==> src/rtl/trace_pkg.sv <==
// Shared types for the instruction-trace capture buffer: FSM state encoding and
// the default-width trace entry layout that matches the processor.
package trace_pkg;

  localparam int PC_W_DEF    = 5;
  localparam int INST_W_DEF  = 16;
  localparam int DADDR_W_DEF = 4;
  localparam int DATA_W_DEF  = 8;

  typedef enum logic [1:0] {
    IDLE   = 2'd0,
    ARMED  = 2'd1,
    POST   = 2'd2,
    FROZEN = 2'd3
  } state_e;

  typedef struct packed {
    logic [PC_W_DEF-1:0]    pc;
    logic [INST_W_DEF-1:0]  inst;
    logic                   we;
    logic [DADDR_W_DEF-1:0] daddr;
    logic [DATA_W_DEF-1:0]  ddata;
  } trace_entry_t;

endpackage

==> src/rtl/trace_ram.sv <==
// DEPTH x WIDTH storage for trace entries: synchronous write port and a
// separate read port whose data is registered on a read enable.
module trace_ram #(
  parameter int DEPTH = 16,
  parameter int WIDTH = 34,
  parameter int AW    = $clog2(DEPTH)
) (
  input  logic             clk,
  input  logic             reset,
  input  logic             we,
  input  logic [AW-1:0]    waddr,
  input  logic [WIDTH-1:0] wdata,
  input  logic             re,
  input  logic [AW-1:0]    raddr,
  output logic [WIDTH-1:0] rdata
);

  logic [WIDTH-1:0] mem [DEPTH];

  // The array itself is never reset; stale contents are hidden by the owner.
  always_ff @(posedge clk) begin
    if (we) mem[waddr] <= wdata;
  end

  always_ff @(posedge clk or negedge reset) begin
    if (!reset)  rdata <= '0;
    else if (re) rdata <= mem[raddr];
  end

endmodule

==> src/rtl/trace_capture_buffer.sv <==
// Instruction-trace recorder: captures retired instructions into a circular
// buffer, freezes on a PC trigger (plus post-trigger entries) or abort, then
// serves the frozen history through a one-cycle-latency read port.
module trace_capture_buffer
  import trace_pkg::*;
#(
  parameter int PC_W      = 5,
  parameter int INST_W    = 16,
  parameter int DADDR_W   = 4,
  parameter int DATA_W    = 8,
  parameter int DEPTH     = 16,
  parameter int POST_TRIG = 4
) (
  input  logic                       clk,
  input  logic                       reset,
  input  logic                       in_valid,
  input  logic [PC_W-1:0]            in_pc,
  input  logic [INST_W-1:0]          in_inst,
  input  logic                       in_dmem_we,
  input  logic [DADDR_W-1:0]         in_dmem_addr,
  input  logic [DATA_W-1:0]          in_dmem_data,
  input  logic                       arm,
  input  logic                       abort,
  input  logic [PC_W-1:0]            trig_pc,
  input  logic                       rd_en,
  input  logic [$clog2(DEPTH)-1:0]   rd_idx,
  output logic [1:0]                 state,
  output logic [$clog2(DEPTH):0]     count,
  output logic                       trig_seen,
  output logic                       rd_valid,
  output logic                       rd_oob,
  output logic [PC_W-1:0]            rd_pc,
  output logic [INST_W-1:0]          rd_inst,
  output logic                       rd_we,
  output logic [DADDR_W-1:0]         rd_daddr,
  output logic [DATA_W-1:0]          rd_ddata
);

  localparam int AW      = $clog2(DEPTH);
  localparam int CW      = AW + 1;
  localparam int ENTRY_W = PC_W + INST_W + 1 + DADDR_W + DATA_W;

  state_e          state_q, state_next;
  logic [AW-1:0]   wr_ptr;
  logic [CW-1:0]   count_q;
  logic [AW-1:0]   post_cnt;
  logic            trig_seen_q;
  logic            rd_valid_q, rd_oob_q;

  logic            capture, trig_hit, post_done, arm_ok, rd_fire;
  logic [AW-1:0]   rd_phys;
  logic            idx_oob;
  logic [ENTRY_W-1:0] wdata, rdata;

  // Read port handshake: rd_en is a one-cycle request; rd_valid answers it
  // exactly one cycle later and never back-pressures.

  // State register.
  always_ff @(posedge clk or negedge reset) begin
    if (!reset) state_q <= IDLE;
    else        state_q <= state_next;
  end

  // Next-state logic; abort outranks a same-cycle trigger.
  always_comb begin
    state_next = state_q;
    unique case (state_q)
      IDLE:   if (arm) state_next = ARMED;
      ARMED: begin
        if (abort)         state_next = FROZEN;
        else if (trig_hit) state_next = (POST_TRIG == 0) ? FROZEN : POST;
      end
      POST: begin
        if (abort)          state_next = FROZEN;
        else if (post_done) state_next = FROZEN;
      end
      FROZEN: if (arm) state_next = ARMED;
      default: state_next = IDLE;
    endcase
  end

  // Per-state control strobes.
  always_comb begin
    capture   = 1'b0;
    trig_hit  = 1'b0;
    post_done = 1'b0;
    arm_ok    = 1'b0;
    rd_fire   = 1'b0;
    unique case (state_q)
      IDLE:   arm_ok = arm;
      ARMED: begin
        capture  = in_valid && !abort;
        trig_hit = capture && (in_pc == trig_pc);
      end
      POST: begin
        capture   = in_valid && !abort;
        post_done = capture && (post_cnt == AW'(1));
      end
      FROZEN: begin
        arm_ok  = arm;
        rd_fire = rd_en;
      end
      default: ;
    endcase
  end

  always_ff @(posedge clk or negedge reset) begin
    if (!reset) begin
      wr_ptr      <= '0;
      count_q     <= '0;
      post_cnt    <= '0;
      trig_seen_q <= 1'b0;
    end else if (arm_ok) begin
      wr_ptr      <= '0;
      count_q     <= '0;
      post_cnt    <= '0;
      trig_seen_q <= 1'b0;
    end else if (capture) begin
      wr_ptr <= wr_ptr + AW'(1);
      if (count_q != CW'(DEPTH)) count_q <= count_q + CW'(1);
      if (trig_hit) begin
        post_cnt    <= AW'(POST_TRIG);
        trig_seen_q <= 1'b1;
      end else if (state_q == POST) begin
        post_cnt <= post_cnt - AW'(1);
      end
    end
  end

  // Logical index 0 is the oldest entry; when full, wr_ptr points at it.
  assign rd_phys = wr_ptr - count_q[AW-1:0] + rd_idx;
  assign idx_oob = {1'b0, rd_idx} >= count_q;

  always_ff @(posedge clk or negedge reset) begin
    if (!reset) begin
      rd_valid_q <= 1'b0;
      rd_oob_q   <= 1'b0;
    end else begin
      rd_valid_q <= rd_fire;
      rd_oob_q   <= rd_fire && idx_oob;
    end
  end

  assign wdata = {in_pc, in_inst, in_dmem_we, in_dmem_addr, in_dmem_data};

  trace_ram #(
    .DEPTH (DEPTH),
    .WIDTH (ENTRY_W),
    .AW    (AW)
  ) u_ram (
    .clk   (clk),
    .reset (reset),
    .we    (capture),
    .waddr (wr_ptr),
    .wdata (wdata),
    .re    (rd_fire),
    .raddr (rd_phys),
    .rdata (rdata)
  );

  assign state     = state_q;
  assign count     = count_q;
  assign trig_seen = trig_seen_q;
  assign rd_valid  = rd_valid_q;
  assign rd_oob    = rd_oob_q;

  // Fields read as zero outside the response cycle and for out-of-range reads.
  assign {rd_pc, rd_inst, rd_we, rd_daddr, rd_ddata} =
    (rd_valid_q && !rd_oob_q) ? rdata : '0;

endmodule
==> config.mk <==
export PLATFORM = sky130hd
export DESIGN_NAME = trace_capture_buffer
export DESIGN_NICKNAME = d
export VERILOG_FILES = /design/src/rtl/trace_pkg.sv /design/src/rtl/trace_ram.sv /design/src/rtl/trace_capture_buffer.sv
export SDC_FILE = /design/constraint.sdc
export NUM_CORES = 1
export LEC_CHECK = 0
export BUFFER_PORTS_ARGS = -buffer_cell sky130_fd_sc_hd__buf_2
export CAP_MARGIN = 0
export CORE_MARGIN = 2
export CORE_UTILIZATION = 50
export DETAILED_ROUTE_END_ITERATION = 8
export GPL_ROUTABILITY_DRIVEN = 0
export HOLD_SLACK_MARGIN = 0.15
export PLACE_DENSITY_LB_ADDON = 0.12
export SLEW_MARGIN = 20
export SYNTH_ARGS = -nofsm -noshare
export SYNTH_HDL_FRONTEND = slang
export SYNTH_HIERARCHICAL = 1
export SYNTH_SLANG_ARGS = --single-unit
==> constraint.sdc <==
create_clock -name clk -period 5.8 [get_ports clk]
set_clock_uncertainty 0.15 [all_clocks]
set_input_delay 0.58 -clock clk [delete_from_list [all_inputs] [get_ports clk]]
set_output_delay 0.58 -clock clk [all_outputs]
set_load 0.005 [all_outputs]
==> flow_metrics.tcl <==
set metrics [dict create \
    cp_top_family "buffers and inverters" \
    top_layer "met5" \
    start_util 0.510 \
    grtUsageTotal 0.214 \
    hold_class "primary input to flop" \
    cts.sinks 596 \
    powerDensity_nw_per_um2 525 \
    arrival_ns 4.51 \
    max_slew_margin 0.247 \
    avgRoutedWirePerCell_um 27.1 \
    r2r-end "u_ram/rdata[7]$_DFFE_PN0P_" \
    dp.cells 1795 \
    crit_type "flop to flop" \
    yosysTopAreaCellShare 0.686 \
    tns_ns 0 \
    die_area_um2 49400 \
    final_design_area_no_fill_um2 26800 \
    dp_hpwl_um 28700 \
    ys_ff_latch 596 \
    synth_area_um2 23800 \
    post-place-ws_ns 1.47 \
    cts_buffers 58 \
    synth-adder-area-share 0.0115 \
    synthMuxAreaShare 0.146 \
    drive_gt1_frac 0.311 \
    finalSetupViolCount 0 \
    fmax_mhz 237 \
    cts_max_level 2 \
    synth_top_family_by_area "multiplexers" \
    core-area_um2 46800 \
    required_ns 6.08 \
    dr.pass1.iters 4 \
    fin_nets 1318 \
    synth_nets 1188 \
    cp_slowest_stage_delay_ns 0.62 \
    crit_path_start_kind "flop" \
    drt_iter0_drc 918 \
    detail-route-antenna-nets 0 \
    die_w_um 222 \
    whs_endpoint "u_ram/mem[11][0]$_DFFE_PP_" \
    crit_path_max_fanout 40 \
    post_cts_resized 0 \
    outcome "finished, final reports clean" \
    critical-path-slowest-cell "buf_4" \
    worstMarginPinSlew_ns 1.13 \
    yosysSeqAreaShare 0.740 \
    fin_ws_ns 1.57 \
    vias 11400 \
    reg2reg_slack_ns 1.57 \
    area_delta_synth_final_pct 12.6 \
    crit_path_end_kind "flop" \
    met3RoutedLength_um 2730 \
    hold_violations 0 \
    min_path_cells 1 \
    synth_area_leader_cell "edfxtp_1" \
    critical_path.n_buffers_inverters 4 \
    synthTopCellsByArea "edfxtp_1, mux4_2, dfrtp_1, a221oi_2, mux4_1" \
    grt_pass1_wl_um 77300 \
    antenna_found_initial 3 \
    clk_pin_slew_ns 0.06 \
    drv_cap 0 \
    viasPerCell 6.00 \
    finalNonFillerCells 1907 \
    fin_crit_sh 0.729 \
    clockBufferDepth 3 \
    synth_area_per_cell_um2 21.3 \
    met1Wirelength_um 23000 \
    reg2reg_from "wr_ptr[1]$_DFFE_PN0P_" \
    crit_chain "inv_1 > fa_1 > inv_1 > ha_1 > a21o_1 > a21oi_1 > xnor2_2 > buf_4 > buf_4 > mux4_2 > mux2i_1 > a221oi_2" \
    io_pins 93 \
    rr_worst_depth 12 \
    rows 79 \
    grt_pass1_vias 11900 \
    clk_latency_ns 0.61 \
    placed_area_um2 25000 \
    drc_errors 0 \
    root_buffer "clkbuf_16" \
    syn_inst 1119 \
    synth-compound-area-share 0.0396 \
    peakVddDrop_mv 0.414 \
    die_h_um 222 \
    yosys_warnings 6 \
    synth_xor_area_frac 0.00404 \
    dr_wl_met2_um 25000 \
    drv_slew 0 \
    utilization 0.574 \
    grt_remaining_overflow 0 \
    p_leak_nw 9.07 \
    critical_path_depth 12 \
    synth_simple_gate_area_frac 0.0319 \
    min_from "in_dmem_data[0]" \
    drt-total-wl_um 51600 \
    grt_max_degree 53 \
    finalCriticalPeriod_ns 4.23 \
    rsz0062_at_grt "no" \
    io_buffers 92 \
    cts_tree "yes" \
    synth.distinct_cells 54 \
]
-- cells in the mapped netlist, drive strengths merged --
cell and number:
nand2 7, nor2 57, nor4b 1, nor2b 5
and3 1, fa 3, a21o 5, edfxtp 544
or3b 2, nor3 4, o31ai 2, o21a 1
a311oi 1, nand2b 9, or2 1, clkbuf 17
o41ai 1, ha 17, o211a 1, mux4 136
o2111a 1, a41oi 1, o21ai 5, nor3b 1
dfrtp 52, o22ai 36, xor2 6, nor4 2
inv 22, nand3b 2, a21oi 7, nand3 6
buf 44, nand4 3, nand4b 2, mux2i 35
a31oi 2, a221oi 34, and2 37, xnor2 5
or3 1
-- flip-flops by register name, summed over array words and instances, names as in the netlist --
name,flops
count,5
post_cnt,4
rd_oob,1
rd_valid,1
state,2
trig_seen,1
u_ram/mem,544
u_ram/rdata,34
wr_ptr,4
-- power by group --
group	internal (mW)	switching, mW	total, mW
Clock	2.05	1.56	3.61
Sequential	4.92	0.154	5.08
Combinational	2.60	2.81	5.41
-- per-stage QoR --
| step | hold slack, ns | power [mW] |
|---|---|---|
| floorplan | 0.134 | 9.71 |
| global placement | 0.315 | 10.6 |
| detailed placement | 0.315 | 10.7 |
| CTS | 0.153 | 14.3 |
| global route | 0.165 | 14.8 |
| finish | 0.188 | 14.1 |
-- worst max-delay path by stage --
stage,from,to
after detailed placement,rd_idx[1],u_ram/rdata[7]$_DFFE_PN0P_
after CTS,wr_ptr[1]$_DFFE_PN0P_,u_ram/rdata[7]$_DFFE_PN0P_
after global routing,wr_ptr[1]$_DFFE_PN0P_,u_ram/rdata[15]$_DFFE_PN0P_
after floorplan,state[0]$_DFFE_PN0P_,u_ram/mem[0][0]$_DFFE_PP_
after global placement,rd_idx[1],u_ram/rdata[11]$_DFFE_PN0P_
final,wr_ptr[1]$_DFFE_PN0P_,u_ram/rdata[7]$_DFFE_PN0P_
-- cells by family after synthesis --
family | count (synthesis)
AO/OA/AOI/OAI | 97
XOR/XNOR | 11
adder cells (fa/ha/maj) | 20
buffers and inverters | 83
flip-flops | 596
multiplexers | 171
AND/OR/NAND/NOR | 141
-- metal layers --
layer	global-route usage	up-vias
li1	-	4899
met1	0.309	6170
met2	0.347	298
met3	0.0390	70
met4	0.0449	4
met5	0	-
-- placed cells by master (no fill, tap or decap), drive strengths merged, types with 4 or more instances in the layout --
master / synthesis / routed
o21ai: 5 / 5
nor2: 57 / 57
a221oi: 34 / 34
a21o: 5 / 5
clkinv: 0 / 23
and2: 37 / 37
ha: 17 / 17
inv: 22 / 24
buf: 44 / 130
xor2: 6 / 6
mux2i: 35 / 35
nand2: 7 / 7
clkbuf: 17 / 79
mux4: 136 / 136
clkinvlp: 0 / 4
nor3: 4 / 4
nor2b: 5 / 5
o22ai: 36 / 36
dfrtp: 52 / 52
a21oi: 7 / 7
edfxtp: 544 / 544
nand2b: 9 / 9
xnor2: 5 / 5
nand3: 6 / 6
-- layout make-up --
class,count,area (um^2)
timing repair buffer,131,796
multi-input combinational,440,5710
tap,607,759
inverter,22,82.6
clock buffer,79,1620
clock inverter,31,226
antenna,1,2.50
fill,3458,19900
sequential,596,17600
-- what timing repair did --
action	in CTS	in global routing
endpoints found under the setup margin	0	0
endpoints found under the hold margin	52	0
setup buffers	0	0
hold buffers	1	0
Power figures use the tool's default switching activity.
